File: src/rtl/not16_bist_if.sv
// Bus between the not16_bist engine (slave) and its controller/DUT harness (master).
// Optional inject line exists only when NOT16_BIST_FAULT_INJECT_EN is defined.
interface not16_bist_if;
  localparam int unsigned DW = 16;
  localparam int unsigned CW = 8;
  localparam int unsigned IW = 9;

  logic          start;
`ifdef NOT16_BIST_FAULT_INJECT_EN
  logic          inject;
`endif
  logic [DW-1:0] dut_in;
  logic [DW-1:0] dut_out;
  logic          busy;
  logic          done;
  logic          pass;
  logic [CW-1:0] fail_count;
  logic [DW-1:0] fail_vec;
  logic [IW-1:0] vec_idx;

`ifdef NOT16_BIST_FAULT_INJECT_EN
  modport master (output start, output inject, output dut_out,
                  input dut_in, input busy, input done, input pass,
                  input fail_count, input fail_vec, input vec_idx);
  modport slave  (input start, input inject, input dut_out,
                  output dut_in, output busy, output done, output pass,
                  output fail_count, output fail_vec, output vec_idx);
`else
  modport master (output start, output dut_out,
                  input dut_in, input busy, input done, input pass,
                  input fail_count, input fail_vec, input vec_idx);
  modport slave  (input start, input dut_out,
                  output dut_in, output busy, output done, output pass,
                  output fail_count, output fail_vec, output vec_idx);
`endif
endinterface

File: src/rtl/not16_bist.sv
// BIST engine for 16-bit bitwise-NOT datapaths: directed + LFSR vectors, checked against ~dut_in.
// Define NOT16_BIST_FAULT_INJECT_EN to add the inject input that corrupts the golden value.
module not16_bist #(
  parameter int unsigned NUM_RANDOM = 64,
  parameter int unsigned SETTLE     = 1,
  parameter logic [15:0] SEED       = 16'hACE1
) (
  input  logic         clk,
  input  logic         rst_n,
  not16_bist_if.slave  bus
);
  localparam int unsigned DW = 16;
  localparam int unsigned CW = 8;
  localparam int unsigned IW = 9;
  localparam int unsigned SW = 4;

  localparam logic [IW-1:0] LAST_IDX    = IW'(4 + NUM_RANDOM);
  localparam logic [SW-1:0] SETTLE_LAST = SW'((SETTLE == 0) ? 0 : SETTLE - 1);
  localparam logic [DW-1:0] SEED_EFF    = (SEED == 16'h0000) ? 16'hACE1 : SEED;

  typedef enum logic [2:0] {S_IDLE, S_LOAD, S_DRIVE, S_SETTLE, S_CHECK, S_DONE} state_t;

  state_t        state_q, state_d;
  logic [DW-1:0] dut_in_q, dut_in_d;
  logic          busy_q, busy_d;
  logic          done_q, done_d;
  logic          pass_q, pass_d;
  logic [CW-1:0] fail_count_q, fail_count_d;
  logic [DW-1:0] fail_vec_q, fail_vec_d;
  logic [IW-1:0] vec_idx_q, vec_idx_d;
  logic [DW-1:0] lfsr_q, lfsr_d;
  logic [SW-1:0] settle_cnt_q, settle_cnt_d;

  logic          inject_c;
  logic [DW-1:0] golden_c;
  logic          mismatch_c;
  logic          last_c;

`ifdef NOT16_BIST_FAULT_INJECT_EN
  assign inject_c = bus.inject;
`else
  assign inject_c = 1'b0;
`endif

  // Case inequality so an X/Z response is reported as a failure.
  assign golden_c   = ~dut_in_q ^ {{(DW-1){1'b0}}, inject_c};
  assign mismatch_c = (bus.dut_out !== golden_c);
  assign last_c     = (vec_idx_q == LAST_IDX);

  // x^16 + x^14 + x^13 + x^11 + 1, shifting toward the MSB.
  function automatic logic [DW-1:0] lfsr_step(input logic [DW-1:0] l);
    return {l[DW-2:0], l[15] ^ l[13] ^ l[12] ^ l[10]};
  endfunction

  always_ff @(posedge clk or negedge rst_n) begin
    if (!rst_n) begin
      state_q      <= S_IDLE;
      dut_in_q     <= '0;
      busy_q       <= 1'b0;
      done_q       <= 1'b0;
      pass_q       <= 1'b0;
      fail_count_q <= '0;
      fail_vec_q   <= '0;
      vec_idx_q    <= '0;
      lfsr_q       <= '0;
      settle_cnt_q <= '0;
    end else begin
      state_q      <= state_d;
      dut_in_q     <= dut_in_d;
      busy_q       <= busy_d;
      done_q       <= done_d;
      pass_q       <= pass_d;
      fail_count_q <= fail_count_d;
      fail_vec_q   <= fail_vec_d;
      vec_idx_q    <= vec_idx_d;
      lfsr_q       <= lfsr_d;
      settle_cnt_q <= settle_cnt_d;
    end
  end

  always_comb begin
    state_d = state_q;
    unique case (state_q)
      S_IDLE:   if (bus.start) state_d = S_LOAD;
      S_LOAD:   state_d = S_DRIVE;
      S_DRIVE:  state_d = (SETTLE == 0) ? S_CHECK : S_SETTLE;
      S_SETTLE: if (settle_cnt_q == SETTLE_LAST) state_d = S_CHECK;
      S_CHECK:  state_d = last_c ? S_DONE : S_DRIVE;
      S_DONE:   if (bus.start) state_d = S_LOAD;
      default:  state_d = S_IDLE;
    endcase
  end

  always_comb begin
    dut_in_d     = dut_in_q;
    busy_d       = busy_q;
    done_d       = done_q;
    pass_d       = pass_q;
    fail_count_d = fail_count_q;
    fail_vec_d   = fail_vec_q;
    vec_idx_d    = vec_idx_q;
    lfsr_d       = lfsr_q;
    settle_cnt_d = settle_cnt_q;
    unique case (state_q)
      S_IDLE, S_DONE: begin
        if (bus.start) begin
          busy_d = 1'b1;
          done_d = 1'b0;
          pass_d = 1'b0;
        end
      end
      S_LOAD: begin
        busy_d       = 1'b1;
        fail_count_d = '0;
        fail_vec_d   = '0;
        vec_idx_d    = '0;
        lfsr_d       = SEED_EFF;
      end
      S_DRIVE: begin
        settle_cnt_d = '0;
        unique case (vec_idx_q)
          IW'(0):  dut_in_d = 16'h0000;
          IW'(1):  dut_in_d = 16'hFFFF;
          IW'(2):  dut_in_d = 16'hAAAA;
          IW'(3):  dut_in_d = 16'h3CC3;
          IW'(4):  dut_in_d = 16'h1234;
          default: begin
            dut_in_d = lfsr_q;
            lfsr_d   = lfsr_step(lfsr_q);
          end
        endcase
      end
      S_SETTLE: settle_cnt_d = settle_cnt_q + SW'(1);
      S_CHECK: begin
        if (mismatch_c) begin
          if (fail_count_q == '0)        fail_vec_d   = dut_in_q;
          if (fail_count_q != {CW{1'b1}}) fail_count_d = fail_count_q + CW'(1);
        end
        if (last_c) begin
          busy_d = 1'b0;
          done_d = 1'b1;
          pass_d = (fail_count_d == '0);
        end else begin
          vec_idx_d = vec_idx_q + IW'(1);
        end
      end
      default: ;
    endcase
  end

  assign bus.dut_in     = dut_in_q;
  assign bus.busy       = busy_q;
  assign bus.done       = done_q;
  assign bus.pass       = pass_q;
  assign bus.fail_count = fail_count_q;
  assign bus.fail_vec   = fail_vec_q;
  assign bus.vec_idx    = vec_idx_q;
endmodule
File: src/flat_wrapper.sv
// flat-port wrapper written by rule: the top's interface ports become plain ports
module not16_bist_flat 
#(
  parameter int unsigned NUM_RANDOM = 64,
  parameter int unsigned SETTLE     = 1,
  parameter logic [15:0] SEED       = 16'hACE1
)
  (clk, rst_n, bus_start, bus_dut_out, bus_dut_in, bus_busy, bus_done, bus_pass, bus_fail_count, bus_fail_vec, bus_vec_idx);
  not16_bist_if bus_i ();
  input  logic clk;
  input  logic rst_n;
  input wire logic [$bits(bus_i.start)-1:0] bus_start;
  input wire logic [$bits(bus_i.dut_out)-1:0] bus_dut_out;
  output wire logic [$bits(bus_i.dut_in)-1:0] bus_dut_in;
  output wire logic [$bits(bus_i.busy)-1:0] bus_busy;
  output wire logic [$bits(bus_i.done)-1:0] bus_done;
  output wire logic [$bits(bus_i.pass)-1:0] bus_pass;
  output wire logic [$bits(bus_i.fail_count)-1:0] bus_fail_count;
  output wire logic [$bits(bus_i.fail_vec)-1:0] bus_fail_vec;
  output wire logic [$bits(bus_i.vec_idx)-1:0] bus_vec_idx;
  assign bus_i.start = bus_start;
  assign bus_i.dut_out = bus_dut_out;
  assign bus_dut_in = bus_i.dut_in;
  assign bus_busy = bus_i.busy;
  assign bus_done = bus_i.done;
  assign bus_pass = bus_i.pass;
  assign bus_fail_count = bus_i.fail_count;
  assign bus_fail_vec = bus_i.fail_vec;
  assign bus_vec_idx = bus_i.vec_idx;
  not16_bist #(.NUM_RANDOM(NUM_RANDOM), .SETTLE(SETTLE), .SEED(SEED)) u_core (.clk(clk), .rst_n(rst_n), .bus(bus_i));
endmodule
File: config.mk
export PLATFORM = sky130hd
export DESIGN_NAME = not16_bist_flat
export DESIGN_NICKNAME = d
export VERILOG_FILES = /design/src/rtl/not16_bist_if.sv /design/src/rtl/not16_bist.sv /design/src/flat_wrapper.sv
export SDC_FILE = /design/constraint.sdc
export NUM_CORES = 1
export LEC_CHECK = 0
export BUFFER_PORTS_ARGS = -buffer_cell sky130_fd_sc_hd__buf_2
export CAP_MARGIN = 40
export CORE_UTILIZATION = 40
export DETAILED_ROUTE_END_ITERATION = 8
export GPL_TIMING_DRIVEN = 0
export HOLD_SLACK_MARGIN = 0.12
export PLACE_DENSITY = 0.58
export SYNTH_ARGS = -nofsm -noshare
export SYNTH_HDL_FRONTEND = slang
export SYNTH_SLANG_ARGS = --single-unit
File: constraint.sdc
create_clock -name clk -period 3.1 [get_ports clk]
set_input_delay 0.62 -clock clk [delete_from_list [all_inputs] [get_ports clk]]
set_output_delay 0.62 -clock clk [all_outputs]
set_load 0.02 [all_outputs]
# Yosys cells after proc, flatten, opt, wreduce, memory -nomap -nowiden
# Index checks and enable logic that the tools add are counted.
# totals
register_bits,75
# classes
n_bitwise,4
n_mux,25
reduce_logical,18
add_sub_neg,3
eq_ne,19
# op_table
cell,n
$pmux 16 s5,1
$pmux 16 s2,2
$mux 16,3
$mux 8,3
$eq 9x2->1 const B,2
$pmux 9 s2,1
$logic_not 8->1,2
$nex 16x16->1,1
$not 16->16,1
$pmux 8 s2,1
$pmux 3 s5,1
$ne 2x1->1 const B,5
$add 9x1->9 const B,1
$eq 9x1->1 const B,1
$eq 9x3->1 const B,1
$eq 9x7->1 const B,1
$logic_not 9->1,1
$mux 3,3
$mux 9,1
$reduce_and 3->1,3
$add 8x1->8 const B,1
$ne 8x8->1 const B,1
$pmux 4 s2,1
$reduce_bool 2->1,4
other kinds (15),27

# Logic depth before layout (Yosys ltp)
# depth
depth_word,7
ltp_mapped,9
depth_no_buf,8

# Worst setup path after synthesis
# OpenSTA, ideal clock, no wires.
# synth_timing
kind,register -> register
from,"reg u_core.fail_count_q[0], in the netlist u_core.bus.fail_count[0]"
to,"reg u_core.pass_q, in the netlist u_core.bus.pass"
required_ns,2.957
path_slack_ns,1.082
t_arrival_ns,1.875
synth_period_minus_slack_ns,2.018
stages_incl_launch_ff,8
path_cell_list,dfrtp_1 -> ha_1 -> nand3_1 -> or3_1 -> clkbuf_1 -> and2_1 -> a211oi_1 -> a311oi_1
# synth_between
elab_chain_cells,7
word_cells_on_any_way,8
# synth_rtl
element,line,rtl
from (decl),not16_bist.sv:28,"logic [CW-1:0] fail_count_q, fail_count_d;"
from (signal assigned),not16_bist.sv:73,fail_count_q <= fail_count_d;
$add 8x1->8 / $ne 8x8->1 (equally long branches),not16_bist.sv:137,if (fail_count_q != {CW{1'b1}}) fail_count_d = fail_count_q + CW'(1);
$mux 8,not16_bist.sv:137,
$mux 8 (*),not16_bist.sv:135,if (mismatch_c) begin
$mux 8 (*),not16_bist.sv:104,unique case (state_q)
$logic_not 8->1 (*),not16_bist.sv:142,pass_d = (fail_count_d == '0);
$mux 1 (*),not16_bist.sv:139,if (last_c) begin
$pmux 1 s2 (*),not16_bist.sv:104,
to (signal assigned),not16_bist.sv:72,pass_q <= pass_d;
to (decl),not16_bist.sv:27,"logic pass_q, pass_d;"
# Every way passes the cells marked *; elsewhere a longest branch is shown, timed or not. The select of a mux whose other input is x is not followed.
# A chain may end at the register's enable or synchronous reset.

# Final worst setup path
# layout_timing
from,"reg u_core.dut_in_q[9], in the netlist u_core.bus.dut_in[9]"
to,"reg u_core.fail_vec_q[15], in the netlist u_core.bus.fail_vec[15]"
# layout_between
elab_chain_cells,4
# layout_rtl
element,line,rtl
from (decl),not16_bist.sv:24,"logic [DW-1:0] dut_in_q, dut_in_d;"
from (signal assigned),not16_bist.sv:69,dut_in_q <= dut_in_d;
$not 16->16,not16_bist.sv:46,"assign golden_c = ~dut_in_q ^ {{(DW-1){1'b0}}, inject_c};"
$nex 16x16->1,not16_bist.sv:47,assign mismatch_c = (bus.dut_out !== golden_c);
$ne 2x1->1 (no line),n/a,
$reduce_and 3->1 (no line),n/a,
to (signal assigned),not16_bist.sv:74,fail_vec_q <= fail_vec_d;
to (decl),not16_bist.sv:29,"logic [DW-1:0] fail_vec_q, fail_vec_d;"
# Every way passes these cells.

==> results.json <==
{
  "status": "finished clean",
  "irDropWorstVdd_mv": 0.315,
  "r2r-start": "u_core.bus.dut_in[9]",
  "final.setup.tns_ns": 0,
  "period_share_pct": 75.4,
  "setup_viol": 0,
  "seq_power_share_pct": 38.0,
  "yosys_warnings": 0,
  "start_kind": "flop",
  "cts_buffers": 9,
  "multi_input_area_um2": 1860,
  "yosys-mux-area-fraction_pct": 4.28,
  "grtUsageMet2_pct": 32.5,
  "syn_nets": 455,
  "grt_busiest_layer": "met2",
  "dp_hpwl_um": 6880,
  "routedWlPerCell_um": 14.1,
  "clockRootBuffer": "clkbuf_8",
  "internal_power_mw": 2.20,
  "drt-initial-drc-count": 135,
  "antenna_found_initial": 0,
  "grt_max_degree": 55,
  "switching_power_mw": 1.79,
  "synth_compound_area_share_pct": 14.9,
  "cts_max_level": 3,
  "arrival_ns": 2.58,
  "critPathKind": "reg2reg",
  "clkTransAtPathRegs_ns": 0.08,
  "yosysTopAreaCellShare_pct": 47.2,
  "rows": 36,
  "crit_slowest_cell": "nor4_1",
  "clock_latency_ns": 0.36,
  "grt_pass1_vias": 3131,
  "initial_core_util_pct": 41.0,
  "clockBufferDepth": 2,
  "die_h_um": 102,
  "postCtsSetupRepairBufs": 0,
  "synth_area_leaders": "dfrtp_1 47%, nand2_1 5.2%, xnor2_1 4.6%, mux2i_1 4.3%, o21ai_0 3.7%",
  "cp_max_fo": 10,
  "synth_top_family_by_area": "simple AND/OR/NAND/NOR gates",
  "io_buffers": 70,
  "syn_to_final_growth_pct": 18.0,
  "maxSlewViolCount": 0,
  "grtUsageMet3_pct": 3.93,
  "swShare_pct": 44.8,
  "grt_pass1_wl_um": 15000,
  "tightest_slew_ns": 0.709,
  "hold_buffers": 0,
  "cts_tree": "yes",
  "synth_area_leader_cell": "dfrtp_1",
  "p_leak_nw": 2.14,
  "crit_start": "u_core.bus.dut_in[9]",
  "finClkSkew_ns": 0.00808,
  "layout_min_cycle_time_ns": 2.34,
  "synthTopCellsByCount": "75 x dfrtp_1, 55 x nand2_1, 37 x nor2_1",
  "gr-usage-met1_pct": 23.9,
  "endpoint": "u_core.bus.fail_vec[15]",
  "diodes": 0,
  "grtUsageTotal_pct": 19.1,
  "vias_per_cell": 5.08,
  "max_freq_mhz": 428,
  "clkPwrFrac_pct": 16.7,
  "dieArea_um2": 10300,
  "seqCellArea_um2": 1880,
  "p_per_area_nw_per_um2": 852,
  "syn-instance-count": 428,
  "cts_resized": 0,
  "firstDrtPassIters": 4,
  "drive_gt1_share_pct": 20.8,
  "synthDistinctLibCells": 49,
  "nets": 537,
  "syn-cell-area_um2": 3970,
  "vias": 3294,
  "fill_cells": 945,
  "core-area_um2": 9680,
  "io_pins": 71,
  "reg2reg_slack_ns": 0.76,
  "die_x_um": 102,
  "drc": 0,
  "async_flop_share_pct": 100,
  "worstPathCellList": "xnor2_1 > nor4_1 > nand4_1 > and2_4 > and4_4 > buf_6 > buf_6 > mux2i_1",
  "critPathMaxStageDelay_ns": 0.47,
  "synth-edff-count": 0,
  "routabilityCongestion": 0.839,
  "ys_seq_area_share_pct": 47.2,
  "critical-path-top-cell-by-count": "buf_6",
  "syn_area_per_cell_um2": 9.28,
  "hold_viol_final": 0,
  "grt_overflow_total": 0,
  "cap_violations": 0,
  "antenna_left": 0,
  "synth_xor_area_share_pct": 5.95,
  "routed_wl_um": 9120,
  "ys_ff_latch": 75,
  "yosys.area_share.simple_pct": 19.2,
  "required_ns": 3.34,
  "hold_class": "in2async",
  "r2r_end": "u_core.bus.fail_vec[15]",
  "cts.sinks": 75,
  "synthFlopType": "dfrtp_1",
  "rr_worst_depth": 8,
  "yosysMostFrequentCell": "dfrtp_1",
  "synthAdderAreaFrac_pct": 2.52,
  "maxSlewHeadroom_pct": 52.5,
  "worst_setup_path_end_kind": "flop",
  "power_frac_comb_pct": 45.3,
  "p_total_mw": 3.99,
  "rsz0062_at_grt": "false"
}
## cell families after synthesis
| kind of cell | Yosys count |
|---|---|
| adders and majority gates | 8 |
| buffers and inverters | 52 |
| DFF | 75 |
| and+or+nand+nor | 157 |
| AOI/OAI and AO/OA | 92 |
| muxes | 17 |
| xor gates and xnor gates | 27 |
## power by group through the flow
stage | Combinational [mW] | Clock [mW] | Sequential [mW]
after floorplan | 1.06 | 0 | 1.73
after global placement | 1.79 | 0 | 1.53
after detailed placement | 1.82 | 0 | 1.54
after CTS | 1.83 | 0.694 | 1.52
after global routing | 2.02 | 0.737 | 1.56
final | 1.81 | 0.666 | 1.52
## registers in the layout (all words and copies together), names as in the netlist
| signal | cells |
|---|---|
| u_core.bus.vec_idx | 9 |
| u_core.bus.fail_vec | 16 |
| u_core.bus.pass | 1 |
| u_core.bus.done | 1 |
| u_core.bus.dut_in | 16 |
| u_core.bus.fail_count | 8 |
| u_core.settle_cnt_q | 4 |
| u_core.lfsr_q | 16 |
| u_core.bus.busy | 1 |
| u_core.state_q | 3 |
## through the flow
stage | instance area (um^2) | cells | worst slack [ns] | utilization [%] | hold WS, ns
global placement | 4490 | 631 | 0.421 | 46.4 | 0.471
CTS | 4690 | 648 | 0.713 | 48.4 | 0.137
finish | 4690 | 648 | 0.764 | 48.4 | 0.143
floorplan | 3970 | 428 | 1.08 | - | 0.324
global route | 4690 | 648 | 0.643 | 48.4 | 0.144
detailed placement | 4520 | 632 | 0.427 | 46.7 | 0.481
## layer usage
metal  up-vias  wire length, um
met5         -                0
met3        10              341
met4         0              128
met2        76             4310
li1       1640                -
met1      1568             4340
## layout make-up
class / count / share of cell area [%]
flip-flops and latches: 75 / 40.0
multi-input cells: 301 / 39.7
inverters: 29 / 2.32
well taps: 133 / 3.55
clock inverters: 6 / 0.907
repair buffers: 71 / 8.11
clock buffers: 10 / 2.72
plain buffers: 23 / 2.69
## worst min path at each step
stage | start | slack [ns] | to
6_report | rst_n | 0.14 | u_core.bus.fail_vec[13]
5_1_grt | rst_n | 0.14 | u_core.bus.fail_vec[13]
4_1_cts | rst_n | 0.14 | u_core.bus.fail_vec[13]
3_5_place_dp | u_core.bus.busy | 0.48 | u_core.bus.busy
3_3_place_gp | u_core.settle_cnt_q[3] | 0.47 | u_core.settle_cnt_q[3]
2_1_floorplan | rst_n | 0.32 | u_core.bus.busy
## cell usage in the layout, fill, tap and decap left out, drive strengths merged, types with 7 or more instances in the layout
cell type / n
o31ai: 7
a31oi: 9
clkbuf: 25
nor4: 8
nand3: 16
nor3: 9
buf: 79
xnor2: 21
a211oi: 9
nor2: 37
mux2i: 17
ha: 8
a21oi: 21
dfrtp: 75
inv: 29
o21ai: 29
and3: 8
nand2: 55
## critical path, delay by kind of cell (launching register included)
family,cells,cell delay [ns]
simple gates,4,1.23
flops,1,0.42
buf+inv,2,0.30
xor+xnor,1,0.14
mux,1,0.13
Note: power is estimated with default switching activity, not from simulation.
